[config.mk]
export PLATFORM = sky130hd
export DESIGN_NAME = mem_arbiter_flat
export DESIGN_NICKNAME = d
export VERILOG_FILES = /design/src/rtl/mem_arb_pkg.sv /design/src/rtl/mem_arbiter_if.sv /design/src/rtl/arb_rr2.sv /design/src/rtl/mem_arbiter.sv /design/src/flat_wrapper.sv
export SDC_FILE = /design/constraint.sdc
export NUM_CORES = 1
export LEC_CHECK = 0
export ABC_AREA = 1
export BUFFER_PORTS_ARGS = -buffer_cell sky130_fd_sc_hd__buf_2
export CAP_MARGIN = 20
export CORE_MARGIN = 1
export CORE_UTILIZATION = 30
export DETAILED_ROUTE_END_ITERATION = 6
export HOLD_SLACK_MARGIN = 0.02
export PLACE_DENSITY = 0.61
export RECOVER_POWER = 100
export SETUP_SLACK_MARGIN = 0.15
export SLEW_MARGIN = 20
export SYNTH_ARGS = -nofsm -noshare
export SYNTH_HDL_FRONTEND = slang
export SYNTH_SLANG_ARGS = --single-unit
[constraint.sdc]
create_clock -name clk -period 1.17 [get_ports clk]
set_input_delay 0.117 -clock clk [delete_from_list [all_inputs] [get_ports clk]]
set_output_delay 0.117 -clock clk [all_outputs]
set_load 0.03 [all_outputs]
[src/rtl/mem_arb_pkg.sv]
// Shared types and constants for the two-port memory arbiter.
// Read tags travel alongside each granted access so returning data can be steered.
package mem_arb_pkg;

  typedef logic port_id_t;

  typedef enum logic {
    ARB_OPEN,
    ARB_LOCKED
  } arb_state_t;

  localparam int READ_LATENCY = 2;

  typedef struct packed {
    logic     valid;
    port_id_t port_id;
    logic     is_read;
  } tag_t;

endpackage

[src/rtl/mem_arbiter_if.sv]
// Bundle of both requester ports plus the shared memory port.
// The arbiter takes the slave view; requesters and the memory take the master view.
interface mem_arbiter_if #(
  parameter int ADDR_WIDTH = 6,
  parameter int DATA_WIDTH = 16
) ();

  logic                  req0;
  logic                  lock0;
  logic                  we0;
  logic [ADDR_WIDTH-1:0] addr0;
  logic [DATA_WIDTH-1:0] wdata0;
  logic                  gnt0;
  logic                  rvalid0;
  logic [DATA_WIDTH-1:0] rdata0;

  logic                  req1;
  logic                  lock1;
  logic                  we1;
  logic [ADDR_WIDTH-1:0] addr1;
  logic [DATA_WIDTH-1:0] wdata1;
  logic                  gnt1;
  logic                  rvalid1;
  logic [DATA_WIDTH-1:0] rdata1;

  logic                  mem_we;
  logic [ADDR_WIDTH-1:0] mem_addr;
  logic [DATA_WIDTH-1:0] mem_data;
  logic [DATA_WIDTH-1:0] mem_rdata;

  modport slave (
    input  req0, lock0, we0, addr0, wdata0,
    output gnt0, rvalid0, rdata0,
    input  req1, lock1, we1, addr1, wdata1,
    output gnt1, rvalid1, rdata1,
    output mem_we, mem_addr, mem_data,
    input  mem_rdata
  );

  modport master (
    output req0, lock0, we0, addr0, wdata0,
    input  gnt0, rvalid0, rdata0,
    output req1, lock1, we1, addr1, wdata1,
    input  gnt1, rvalid1, rdata1,
    input  mem_we, mem_addr, mem_data,
    output mem_rdata
  );

endinterface

[src/rtl/arb_rr2.sv]
// Combinational two-way round-robin picker.
// Masked-off requests are ignored; on contention the port not granted last wins.
module arb_rr2
  import mem_arb_pkg::*;
(
  input  logic [1:0] i_req,
  input  port_id_t   i_last,
  input  logic [1:0] i_mask,
  output logic [1:0] o_gnt
);

  logic [1:0] w_req;

  assign w_req = i_req & i_mask;

  always_comb begin
    o_gnt = 2'b00;
    case (w_req)
      2'b01:   o_gnt = 2'b01;
      2'b10:   o_gnt = 2'b10;
      2'b11:   o_gnt = i_last ? 2'b01 : 2'b10;
      default: o_gnt = 2'b00;
    endcase
  end

endmodule

[src/rtl/mem_arbiter.sv]
// Shares one synchronous memory port between two requesters with round-robin
// arbitration, ownership locking, registered memory outputs and tagged read return.
module mem_arbiter
  import mem_arb_pkg::*;
#(
  parameter int ADDR_WIDTH = 6,
  parameter int DATA_WIDTH = 16,
  parameter int FIRST_PORT = 0
) (
  input  logic         clk,
  input  logic         rst_n,
  mem_arbiter_if.slave bus
);

  arb_state_t            r_state;
  port_id_t              r_owner;
  port_id_t              r_last;
  logic                  r_mem_we;
  logic [ADDR_WIDTH-1:0] r_mem_addr;
  logic [DATA_WIDTH-1:0] r_mem_data;
  tag_t                  r_tag [READ_LATENCY];
  logic [DATA_WIDTH-1:0] r_rdata0;
  logic [DATA_WIDTH-1:0] r_rdata1;

  logic [1:0]            w_req;
  logic [1:0]            w_lock;
  logic [1:0]            w_mask;
  logic [1:0]            w_gnt;
  logic                  w_release;
  logic                  w_any_gnt;
  port_id_t              w_gnt_port;
  logic                  w_gnt_we;
  logic [ADDR_WIDTH-1:0] w_gnt_addr;
  logic [DATA_WIDTH-1:0] w_gnt_data;
  tag_t                  w_tag_in;
  tag_t                  w_tag_out;
  logic                  w_rvalid0;
  logic                  w_rvalid1;

  // An idle, unlocked owner frees the arbiter immediately so the other port is not stalled a cycle.
  always_comb begin
    w_req     = {bus.req1, bus.req0};
    w_lock    = {bus.lock1, bus.lock0};
    w_release = (r_state == ARB_LOCKED) && !w_req[r_owner] && !w_lock[r_owner];
    w_mask    = 2'b11;
    if ((r_state == ARB_LOCKED) && !w_release) begin
      w_mask = r_owner ? 2'b10 : 2'b01;
    end
  end

  arb_rr2 u_rr (
    .i_req  (w_req),
    .i_last (r_last),
    .i_mask (w_mask),
    .o_gnt  (w_gnt)
  );

  always_comb begin
    w_any_gnt        = |w_gnt;
    w_gnt_port       = w_gnt[1];
    w_gnt_we         = w_gnt_port ? bus.we1    : bus.we0;
    w_gnt_addr       = w_gnt_port ? bus.addr1  : bus.addr0;
    w_gnt_data       = w_gnt_port ? bus.wdata1 : bus.wdata0;
    w_tag_in.valid   = w_any_gnt;
    w_tag_in.port_id = w_gnt_port;
    w_tag_in.is_read = !w_gnt_we;
  end

  // Pointer resets to the opposite of FIRST_PORT so FIRST_PORT wins the first contention.
  always_ff @(posedge clk or negedge rst_n) begin
    if (!rst_n) begin
      r_state <= ARB_OPEN;
      r_owner <= 1'b0;
      r_last  <= port_id_t'(FIRST_PORT == 0);
    end else if (w_any_gnt) begin
      r_last <= w_gnt_port;
      if (w_lock[w_gnt_port]) begin
        r_state <= ARB_LOCKED;
        r_owner <= w_gnt_port;
      end else begin
        r_state <= ARB_OPEN;
      end
    end else if (w_release) begin
      r_state <= ARB_OPEN;
    end
  end

  always_ff @(posedge clk or negedge rst_n) begin
    if (!rst_n) begin
      r_mem_we   <= 1'b0;
      r_mem_addr <= '0;
      r_mem_data <= '0;
    end else begin
      r_mem_we <= w_any_gnt && w_gnt_we;
      if (w_any_gnt) begin
        r_mem_addr <= w_gnt_addr;
        r_mem_data <= w_gnt_data;
      end
    end
  end

  always_ff @(posedge clk or negedge rst_n) begin
    if (!rst_n) begin
      for (int i = 0; i < READ_LATENCY; i++) begin
        r_tag[i] <= '0;
      end
    end else begin
      r_tag[0] <= w_tag_in;
      for (int i = 1; i < READ_LATENCY; i++) begin
        r_tag[i] <= r_tag[i-1];
      end
    end
  end

  assign w_tag_out = r_tag[READ_LATENCY-1];
  assign w_rvalid0 = w_tag_out.valid && w_tag_out.is_read && (w_tag_out.port_id == 1'b0);
  assign w_rvalid1 = w_tag_out.valid && w_tag_out.is_read && (w_tag_out.port_id == 1'b1);

  // Memory data is only valid in the return cycle, so it bypasses to the port then and is held after.
  always_ff @(posedge clk or negedge rst_n) begin
    if (!rst_n) begin
      r_rdata0 <= '0;
      r_rdata1 <= '0;
    end else begin
      if (w_rvalid0) r_rdata0 <= bus.mem_rdata;
      if (w_rvalid1) r_rdata1 <= bus.mem_rdata;
    end
  end

  assign bus.gnt0     = w_gnt[0];
  assign bus.gnt1     = w_gnt[1];
  assign bus.rvalid0  = w_rvalid0;
  assign bus.rvalid1  = w_rvalid1;
  assign bus.rdata0   = w_rvalid0 ? bus.mem_rdata : r_rdata0;
  assign bus.rdata1   = w_rvalid1 ? bus.mem_rdata : r_rdata1;
  assign bus.mem_we   = r_mem_we;
  assign bus.mem_addr = r_mem_addr;
  assign bus.mem_data = r_mem_data;

endmodule

[src/flat_wrapper.sv]
// flat-port wrapper written by rule: the top's interface ports become plain ports
module mem_arbiter_flat import mem_arb_pkg::*;
#(
  parameter int ADDR_WIDTH = 6,
  parameter int DATA_WIDTH = 16,
  parameter int FIRST_PORT = 0
)
  (clk, rst_n, bus_req0, bus_lock0, bus_we0, bus_addr0, bus_wdata0, bus_gnt0, bus_rvalid0, bus_rdata0, bus_req1, bus_lock1, bus_we1, bus_addr1, bus_wdata1, bus_gnt1, bus_rvalid1, bus_rdata1, bus_mem_we, bus_mem_addr, bus_mem_data, bus_mem_rdata);
  mem_arbiter_if #(.ADDR_WIDTH(ADDR_WIDTH), .DATA_WIDTH(DATA_WIDTH)) bus_i ();
  input  logic clk;
  input  logic rst_n;
  input wire logic [$bits(bus_i.req0)-1:0] bus_req0;
  input wire logic [$bits(bus_i.lock0)-1:0] bus_lock0;
  input wire logic [$bits(bus_i.we0)-1:0] bus_we0;
  input wire logic [$bits(bus_i.addr0)-1:0] bus_addr0;
  input wire logic [$bits(bus_i.wdata0)-1:0] bus_wdata0;
  output wire logic [$bits(bus_i.gnt0)-1:0] bus_gnt0;
  output wire logic [$bits(bus_i.rvalid0)-1:0] bus_rvalid0;
  output wire logic [$bits(bus_i.rdata0)-1:0] bus_rdata0;
  input wire logic [$bits(bus_i.req1)-1:0] bus_req1;
  input wire logic [$bits(bus_i.lock1)-1:0] bus_lock1;
  input wire logic [$bits(bus_i.we1)-1:0] bus_we1;
  input wire logic [$bits(bus_i.addr1)-1:0] bus_addr1;
  input wire logic [$bits(bus_i.wdata1)-1:0] bus_wdata1;
  output wire logic [$bits(bus_i.gnt1)-1:0] bus_gnt1;
  output wire logic [$bits(bus_i.rvalid1)-1:0] bus_rvalid1;
  output wire logic [$bits(bus_i.rdata1)-1:0] bus_rdata1;
  output wire logic [$bits(bus_i.mem_we)-1:0] bus_mem_we;
  output wire logic [$bits(bus_i.mem_addr)-1:0] bus_mem_addr;
  output wire logic [$bits(bus_i.mem_data)-1:0] bus_mem_data;
  input wire logic [$bits(bus_i.mem_rdata)-1:0] bus_mem_rdata;
  assign bus_i.req0 = bus_req0;
  assign bus_i.lock0 = bus_lock0;
  assign bus_i.we0 = bus_we0;
  assign bus_i.addr0 = bus_addr0;
  assign bus_i.wdata0 = bus_wdata0;
  assign bus_gnt0 = bus_i.gnt0;
  assign bus_rvalid0 = bus_i.rvalid0;
  assign bus_rdata0 = bus_i.rdata0;
  assign bus_i.req1 = bus_req1;
  assign bus_i.lock1 = bus_lock1;
  assign bus_i.we1 = bus_we1;
  assign bus_i.addr1 = bus_addr1;
  assign bus_i.wdata1 = bus_wdata1;
  assign bus_gnt1 = bus_i.gnt1;
  assign bus_rvalid1 = bus_i.rvalid1;
  assign bus_rdata1 = bus_i.rdata1;
  assign bus_mem_we = bus_i.mem_we;
  assign bus_mem_addr = bus_i.mem_addr;
  assign bus_mem_data = bus_i.mem_data;
  assign bus_i.mem_rdata = bus_mem_rdata;
  mem_arbiter #(.ADDR_WIDTH(ADDR_WIDTH), .DATA_WIDTH(DATA_WIDTH), .FIRST_PORT(FIRST_PORT)) u_core (.clk(clk), .rst_n(rst_n), .bus(bus_i));
endmodule
* Word-level counts from Yosys, hierarchy flattened
Cells that the tools add are included.
W data, S select, Z words.
** Storage, ports and cells
- Logic and storage cells :: 53
- Output and inout bits :: 59
- Bits in registers :: 64
** Operators by class
- Mux-type cells :: 18
- Bitwise operators :: 2
- $lt $le $gt $ge :: 2
- Reduce and logical (&&, ||, !) cells :: 14
- Eq/ne operators :: 3
** Operators with widths (count)
- $mux W16 :: 3
- $mux W1 :: 10
- $logic_and A1 B1 Y1 :: 7
- $mux W2 :: 3
- $mux W6 :: 1
- $pmux W2 S3 :: 1
- $eq A2 B2 Y1 const B :: 2
- $logic_not A1 Y1 :: 4
- $lt A1 B2 Y1 const B :: 2
- $and A2 B2 Y2 :: 1
- $eq A2 B1 Y1 const B :: 1
- $reduce_and A2 Y1 :: 1
- $reduce_bool A2 Y1 :: 1
- $reduce_or A2 Y1 :: 1
- $not A1 Y1 :: 1

* Logic depth before layout (Yosys ltp)
Gate-level depths: netlist (run 1).
- Depth in word-level cells :: 15
- Gate-level depth with buffers :: 11
- Gate-level depth less buffers :: 11

* Modules after synthesis
Synthesis (run 1) repeated with hierarchy kept, for this count alone.
** Unflattened totals
- Cells, all modules :: 281
- Area, all modules :: 2563.7 um^2
** Modules (own cells, without submodules)
- mem_arbiter :: area each 2532.4 um^2, instances 1, cells each 273, sequential area each 1602.8 um^2
- arb_rr2 :: area each 31.3 um^2, instances 1, cells each 8, sequential area each 0.0 um^2

* Worst setup path before layout (run 1)
OpenSTA, ideal clock, no wires.
- Path kind :: flip-flop to flip-flop
- From :: register u_core.r_tag[1] in the netlist's numbering
- To :: register u_core.r_rdata0[0]
- Setup slack :: -1305 ps
- Period minus slack after synthesis :: 2475 ps
- Arrival :: 2268 ps
- Buffers on the path :: 1
- Data required time :: 963 ps
- Setup time :: 207 ps
- Stages on the path, launching flop included :: 5
- Path through :: dfrtp_1 -> nor3_1 -> inv_1 -> clkbuf_1 -> o21ai_0
** Between the ends
- Cells in the longest elaborated chain, start to end :: 3
** Ends and longest elaborated chain
- from (decl) :: line mem_arbiter.sv:21 : tag_t r_tag [READ_LATENCY];
- from (signal, indexed assignment) :: line mem_arbiter.sv:110 : r_tag[i] <= r_tag[i-1];
- $not A1 Y1 :: line mem_arbiter.sv:116 : assign w_rvalid0 = w_tag_out.valid && w_tag_out.is_read && (w_tag_out.port_id == 1'b0);
- $logic_and A1 B1 Y1 :: line mem_arbiter.sv:116
- named net bus_rvalid0 :: line flat_wrapper.sv:18 : output wire logic [$bits(bus_i.rvalid0)-1:0] bus_rvalid0;
- $mux W16
- named net bus_rdata0[0] :: line flat_wrapper.sv:19 : output wire logic [$bits(bus_i.rdata0)-1:0] bus_rdata0;
- to (signal assigned) :: line mem_arbiter.sv:125 : if (w_rvalid0) r_rdata0 <= bus.mem_rdata;
- to (decl) :: line mem_arbiter.sv:22 : logic [DATA_WIDTH-1:0] r_rdata0;
The timed path passes the listed nets, and every way through them passes these cells.
A chain may end at the register's enable or synchronous reset.

* Worst setup path after layout (run 1)
- From :: register u_core.r_tag[0] in the netlist's numbering
- To :: output bus_rdata1[9]
** Between the ends
- Cells in the longest elaborated chain, start to end :: 3
** Ends and longest elaborated chain
- $logic_and A1 B1 Y1 (2 in a row) :: line mem_arbiter.sv:117 : assign w_rvalid1 = w_tag_out.valid && w_tag_out.is_read && (w_tag_out.port_id == 1'b1);
- $mux W16
- to (decl) :: line flat_wrapper.sv:27 : output wire logic [$bits(bus_i.rdata1)-1:0] bus_rdata1;
No other way between the ends.

==> flow_metrics.env, run 1 <==
export IMPL_outcome="finished, violations left"
export IMPL_violations="negative setup slack"
export IMPL_synth_seq_area_share_pct=55.0
export IMPL_remaining_drc_errors=0
export IMPL_drtPass1Iterations=6
export IMPL_viasPerCell=4.30
export IMPL_start_util_pct=31.2
export IMPL_io_pins=127
export IMPL_cts_tree="done"
export IMPL_dieHeight_microns=101
export IMPL_yosysWarnings=0
export IMPL_ys_ff_latch=64
export IMPL_io_buffers=126
export IMPL_synth_area_leader_cell="dfrtp_1"
export IMPL_dp_slack_ns=-0.197
export IMPL_worstSkewPairLatency_ns=0.34
export IMPL_routed_wl_microns=9660
export IMPL_root_buffer="clkbuf_8"
export IMPL_p_leak_nw=3.22
export IMPL_place_hpwl_microns=5860
export IMPL_num_antenna_cells=0
export IMPL_final_layout_size_suffix_gt1_share_pct=67.9
export IMPL_tns_ns=-29.51
export IMPL_fin_crit_ns=1.68
export IMPL_worstReg2RegStart="u_core.r_state"
export IMPL_slew_viol_final=0
export IMPL_ir_worst_vdd_mv=1.39
export IMPL_crit_type="flip-flop to output port"
export IMPL_finalSetupViolCount=89
export IMPL_grt_pass1_vias=3266
export IMPL_required_ns=1.05
export IMPL_grtUsageTotal_pct=20.4
export IMPL_worst_slew_pin_slew_ns=0.734
export IMPL_rows=35
export IMPL_power_density_nw_per_um2=2900
export IMPL_cts_buffers=9
export IMPL_relSlewSlack_pct=51.0
export IMPL_drt_iter0_drc=39
export IMPL_synth_edff_count=0
export IMPL_hold_violations=0
export IMPL_gp_congestion=0.754
export IMPL_syn_area_sq_um=2910
export IMPL_cp_end_kind="output port"
export IMPL_setup_ws_ns=-0.514
export IMPL_syn_nets=420
export IMPL_grt_pass1_wl_microns=15800
export IMPL_crit_fanout=8
export IMPL_synth_area_leaders="dfrtp_1, nand2_1, inv_1"
export IMPL_antenna_left=0
export IMPL_wl_per_cell_microns=13.7
export IMPL_dieArea_sq_um=10100
export IMPL_final_nets=639
export IMPL_die_x_microns=101
export IMPL_clock_path_buffers=2
export IMPL_fmax_mhz=594
export IMPL_cts_sinks=64
export IMPL_synth_top_cell_area_share_pct=54.1
export IMPL_vias=3031
export IMPL_startpoint="u_core.r_tag[0]"
export IMPL_hold_start="bus_we1"
export IMPL_max_cap_violations=0
export IMPL_rsz0062_at_grt="yes"
export IMPL_antenna_found_initial=0
export IMPL_hold_path_class="input port to flip-flop"
export IMPL_syn_avg_cell_area_sq_um=8.27
export IMPL_overflow=0
export IMPL_synthDistinctLibCells=22
export IMPL_finClkSkew_ns=0.00480
export IMPL_path_clk_slew_ns=0.07
export IMPL_grt_max_degree=29
export IMPL_min_period_over_period_pct=144
export IMPL_core_sq_um=9330
export IMPL_ys_async_sr_fraction_pct=100
export IMPL_syn_to_final_growth_pct=107
export IMPL_synth_main_ff_cell="dfrtp_1"
export IMPL_cts_htree_levels=3
export IMPL_syn_inst=352
export IMPL_worst_setup_path_start_kind="flip-flop"
export IMPL_worst_hold_slack_ns=0.0495
export IMPL_critical_path_arrival_ns=1.57
[metrics by stage]
step / cells / power [W] / utilization, % / cell area [sq um]
floorplan: 352 / 0.00926 / - / 3420
global placement: 642 / 0.0117 / 48.3 / 4510
detailed placement: 642 / 0.0118 / 48.3 / 4510
CTS: 693 / 0.0175 / 64.0 / 5970
global route: 705 / 0.0185 / 64.6 / 6020
finish: 705 / 0.0175 / 64.6 / 6020
[final cells by class]
class	count	area, sq um
fillers	748	3300
repair buffers	222	1990
multi-input cells	202	1780
flip-flops and latches	64	1600
inverters	72	284
well taps	129	161
clock buffers	10	138
clock inverters	6	67.6
[worst max-delay path, cell delays in order, from the launching register on]
cell and delay, ns:
dfrtp_1 0.36, buf_4 0.13, nand3_4 0.11, buf_12 0.16, buf_16 0.15, o21ai_4 0.16, buf_6 0.16
[placed cells by master (no fill, tap or decap), types with 9 or more instances in the layout]
cell | netlist | routed
nand2_1 | 112 | 49
o21ai_4 | 0 | 32
buf_6 | 2 | 61
dfrtp_1 | 63 | 63
buf_12 | 2 | 9
inv_1 | 70 | 66
buf_4 | 1 | 43
clkbuf_2 | 0 | 26
nand3_2 | 1 | 22
nand2_2 | 24 | 54
clkbuf_8 | 0 | 10
nand2_4 | 1 | 33
buf_2 | 5 | 66
[repair_timing]
| action | 4_1_cts | 5_1_grt |
|---|---|---|
| pin swaps | 40 | 32 |
| hold endpoints to repair | 65 | 0 |
| endpoints found under the setup margin | 120 | 120 |
| hold buffers | 2 | 0 |
| setup buffers | 25 | 12 |
| cloned | 8 | 0 |
| resized for setup | 250 | 30 |
[report_power, final]
group	total [W]	switching [W]	internal (W)
combinational	0.0116	0.00614	0.00551
clock	0.00197	0.000919	0.00105
sequential	0.00386	0.000588	0.00327
[cells in the mapped netlist (2+ instances only)]
| library cell | count |
|---|---|
| buf_12 | 2 |
| buf_2 | 5 |
| buf_6 | 2 |
| clkbuf_1 | 4 |
| dfrtp_1 | 63 |
| inv_1 | 70 |
| inv_2 | 2 |
| nand2_1 | 112 |
| nand2_2 | 24 |
| nand3_1 | 23 |
| nor2_1 | 2 |
| o21ai_0 | 33 |
[sequential cells by signal, summed over array words and instances (netlist names)]
| register | cells |
|---|---|
| u_core.bus.mem_we | 1 |
| u_core.r_rdata0 | 16 |
| u_core.bus.mem_addr | 6 |
| u_core.r_last | 1 |
| u_core.r_owner | 1 |
| u_core.r_tag | 6 |
| u_core.r_rdata1 | 16 |
| u_core.bus.mem_data | 16 |
| u_core.r_state | 1 |
[path summary, 6_finish.rpt]
path,slack [ns],cells after the start,end
hold reg to reg,0.36,0,u_core.r_tag[2]
min in group asynchronous,0.42,3,u_core.r_rdata0[2]
setup reg to reg,-0.43,11,u_core.bus.mem_addr[4]
hold / removal,0.05,4,u_core.r_tag[3]
max in group asynchronous,0.13,3,u_core.r_rdata0[5]
setup / recovery,-0.51,6,bus_rdata1[9]
[per-layer routing]
layer | global-route usage (%) | part of all wire [%]
met4 | 6.80 | 1.6
met2 | 37.6 | 53
met3 | 5.06 | 5.5
met1 | 22.9 | 40
met5 | 0 | 0
[kinds of logic (layout without fill, tap and decap cells)]
group	after synthesis	after routing	synth area share (%)
buffers and inverters	86	310	13.1
AOI/OAI and AO/OA	38	38	7.22
and+or+nand+nor	164	164	24.7
DFF	64	64	55.0
No activity file was read; power rests on OpenSTA's default activity.
==> inputs of run 2 (changes only) <==
--- a/config.mk
+++ b/config.mk
@@ -5,14 +5,13 @@
 export SDC_FILE = /design/constraint.sdc
 export NUM_CORES = 1
 export LEC_CHECK = 0
-export ABC_AREA = 1
 export BUFFER_PORTS_ARGS = -buffer_cell sky130_fd_sc_hd__buf_2
 export CAP_MARGIN = 20
 export CORE_MARGIN = 1
-export CORE_UTILIZATION = 30
+export CORE_UTILIZATION = 42
 export DETAILED_ROUTE_END_ITERATION = 6
 export HOLD_SLACK_MARGIN = 0.02
-export PLACE_DENSITY = 0.61
+export PLACE_DENSITY = 0.8
 export RECOVER_POWER = 100
 export SETUP_SLACK_MARGIN = 0.15
 export SLEW_MARGIN = 20
==> flow_metrics.env, run 2 <==
export IMPL_outcome="finished, violations left"
export IMPL_violations="negative setup slack"
export IMPL_num_antenna_cells=0
export IMPL_synth_seq_area_share_pct=59.9
export IMPL_relSlewSlack_pct=51.7
export IMPL_n_fill_cell=351
export IMPL_viasPerCell=5.23
export IMPL_syn_nets=306
export IMPL_fin_crit_ns=1.63
export IMPL_mostFrequentLayoutCell="buf_2"
export IMPL_io_buffers=126
export IMPL_overflow=0
export IMPL_grt_max_degree=65
export IMPL_synth_compound_area_share_pct=8.74
export IMPL_final_layout_size_suffix_gt1_share_pct=70.1
export IMPL_finClkSkew_ns=0.00682
export IMPL_place_hpwl_microns=4900
export IMPL_wl_per_cell_microns=18.7
export IMPL_grt_pass1_wl_microns=12600
export IMPL_start_util_pct=44.4
export IMPL_synth_area_leaders="dfrtp_1, mux2_2, nand2_1"
export IMPL_swShare_pct=42.0
export IMPL_antenna_left=0
export IMPL_clock_path_buffers=2
export IMPL_finalSetupViolCount=70
export IMPL_root_buffer="clkbuf_8"
export IMPL_worst_hold_slack_ns=0.0233
export IMPL_yosysWarnings=0
export IMPL_setup_ws_ns=-0.463
export IMPL_final_util_pct=83.4
export IMPL_syn_inst=238
export IMPL_drtPass1Iterations=5
export IMPL_drt_iter0_drc=96
export IMPL_p_switching_w=0.00601
export IMPL_synth_commonest_cells="dfrtp_1, nand2_1, nor2_1"
export IMPL_syn_to_final_growth_pct=87.6
export IMPL_synth_main_ff_cell="dfrtp_1"
export IMPL_cts_tree="done"
export IMPL_dieArea_sq_um=6700
export IMPL_die_x_microns=81.8
export IMPL_synth_edff_count=0
export IMPL_intPower_w=0.00830
export IMPL_synth_top_family_by_area="simple AND/OR/NAND/NOR gates"
export IMPL_core_sq_um=6030
export IMPL_rows=28
export IMPL_report_power_total_w=0.0143
export IMPL_cts_sinks=64
export IMPL_synth_most_common_cell="dfrtp_1"
export IMPL_dp_cells=459
export IMPL_synth_adder_area_share_pct=0
export IMPL_p_leak_nw=2.46
export IMPL_io_pins=127
export IMPL_worst_slew_pin_slew_ns=0.723
export IMPL_layout_common_cells="buf_2, dfrtp_1, buf_6"
export IMPL_ys_ff_latch=64
export IMPL_crit_fanout=6
export IMPL_power_density_nw_per_um2=2850
export IMPL_synth_area_leader_cell="dfrtp_1"
export IMPL_dp_slack_ns=-0.224
export IMPL_antenna_found_initial=0
export IMPL_gp_congestion=0.829
export IMPL_fin_cells=527
export IMPL_syn_area_sq_um=2680
export IMPL_final_nets=515
export IMPL_seq_power_share_pct=25.6
export IMPL_max_cap_violations=0
export IMPL_fmax_mhz=612
export IMPL_cp_end_kind="output port"
export IMPL_synth_top_cell_area_share_pct=58.9
export IMPL_synth_simple_area_share_pct=19.6
export IMPL_worstSkewPairLatency_ns=0.33
export IMPL_clockPowerShare_pct=13.3
export IMPL_synth_xor_area_share_pct=0
export IMPL_synthDistinctLibCells=30
export IMPL_cts_buffers=9
export IMPL_min_period_over_period_pct=140
export IMPL_path_clk_slew_ns=0.07
export IMPL_remaining_drc_errors=0
export IMPL_critical_path_arrival_ns=1.52
export IMPL_syn_avg_cell_area_sq_um=11.3
export IMPL_rsz0062_at_grt="yes"
export IMPL_required_ns=1.05
export IMPL_crit_type="flip-flop to output port"
export IMPL_comb_power_share_pct=61.1
export IMPL_hold_violations=0
export IMPL_grt_pass1_vias=2774
export IMPL_ys_async_sr_fraction_pct=100
export IMPL_cts_htree_levels=3
export IMPL_ir_worst_vdd_mv=1.81
export IMPL_hold_path_class="input port to flip-flop"
export IMPL_dieHeight_microns=81.8
export IMPL_slew_viol_final=0
export IMPL_routed_wl_microns=9860
export IMPL_vias=2755
export IMPL_grtUsageTotal_pct=25.9
export IMPL_worst_setup_path_start_kind="flip-flop"
export IMPL_muxShareOfSynthArea_pct=7.52
==> run 2: power groups by stage <==
stage / Combinational, W / Clock (W) / Sequential (W)
after floorplan: 0.00375 / 0 / 0.00421
after global placement: 0.00600 / 0 / 0.00361
after detailed placement: 0.00611 / 0 / 0.00369
after CTS: 0.00799 / 0.00194 / 0.00363
after global routing: 0.00920 / 0.00204 / 0.00372
final: 0.00875 / 0.00191 / 0.00366
==> run 2: final cells by class <==
type,instances,area (sq um),area share (%)
inverter,4,25.0,0.498
tap,75,93.8,1.87
sequential,64,1610,32.0
multi-input combinational,161,1480,29.5
clock buffer,13,159,3.16
clock inverter,3,40.0,0.797
timing repair buffer,207,1620,32.2
==> run 2: path summary, 6_finish.rpt <==
check	startpoint	endpoint	slack, ns	cells past startpoint
max in group asynchronous	rst_n	u_core.r_state	0.32	3
worst min-delay path	bus_mem_rdata[3]	u_core.r_rdata0[3]	0.02	3
min in group asynchronous	rst_n	u_core.r_rdata1[13]	0.42	3
worst max-delay path	u_core.r_owner	bus_gnt0	-0.46	6
worst max register to register	u_core.r_owner	u_core.bus.mem_data[6]	-0.34	7
worst min register to register	u_core.r_tag[5]	u_core.r_tag[2]	0.36	0
==> run 2: cells by family (layout without fill, tap and decap cells) <==
kind of cell / Yosys count / count (layout)
AOI/OAI and AO/OA: 33 / 36
buffers and inverters: 16 / 227
DFF: 64 / 64
muxes: 18 / 18
and+or+nand+nor: 107 / 107
==> run 2: worst max-delay path, cell delays in order (launching register included) <==
cell and delay (ns):
dfrtp_2 0.46, buf_6 0.14, nor2b_4 0.11, o211ai_2 0.14
buf_6 0.17, inv_4 0.05, buf_6 0.12
==> run 2: per-stage QoR <==
stage | cell area (sq um) | setup TNS (ns)
global placement | 3850 | -6.35
CTS | 4830 | -21.14
global route | 5020 | -25.35
detailed placement | 3850 | -8.30
finish | 5020 | -21.90
floorplan | 2970 | -6.29
==> run 2: routing by layer <==
metal / track usage [%] / wire length (microns) / vias to the layer above
li1: - / - / 1240
met1: 25.3 / 3450 / 1363
met2: 51.2 / 5610 / 121
met3: 6.67 / 481 / 31
met4: 9.12 / 320 / 0
met5: 0 / 0 / -
==> run 2: timing repair <==
action,CTS,global route
cloned,4,0
setup endpoints to repair,118,118
pin swaps,12,10
hold buffers,11,0
gates resized for setup,124,74
buffers inserted,26,11
endpoints found under the hold margin,74,0
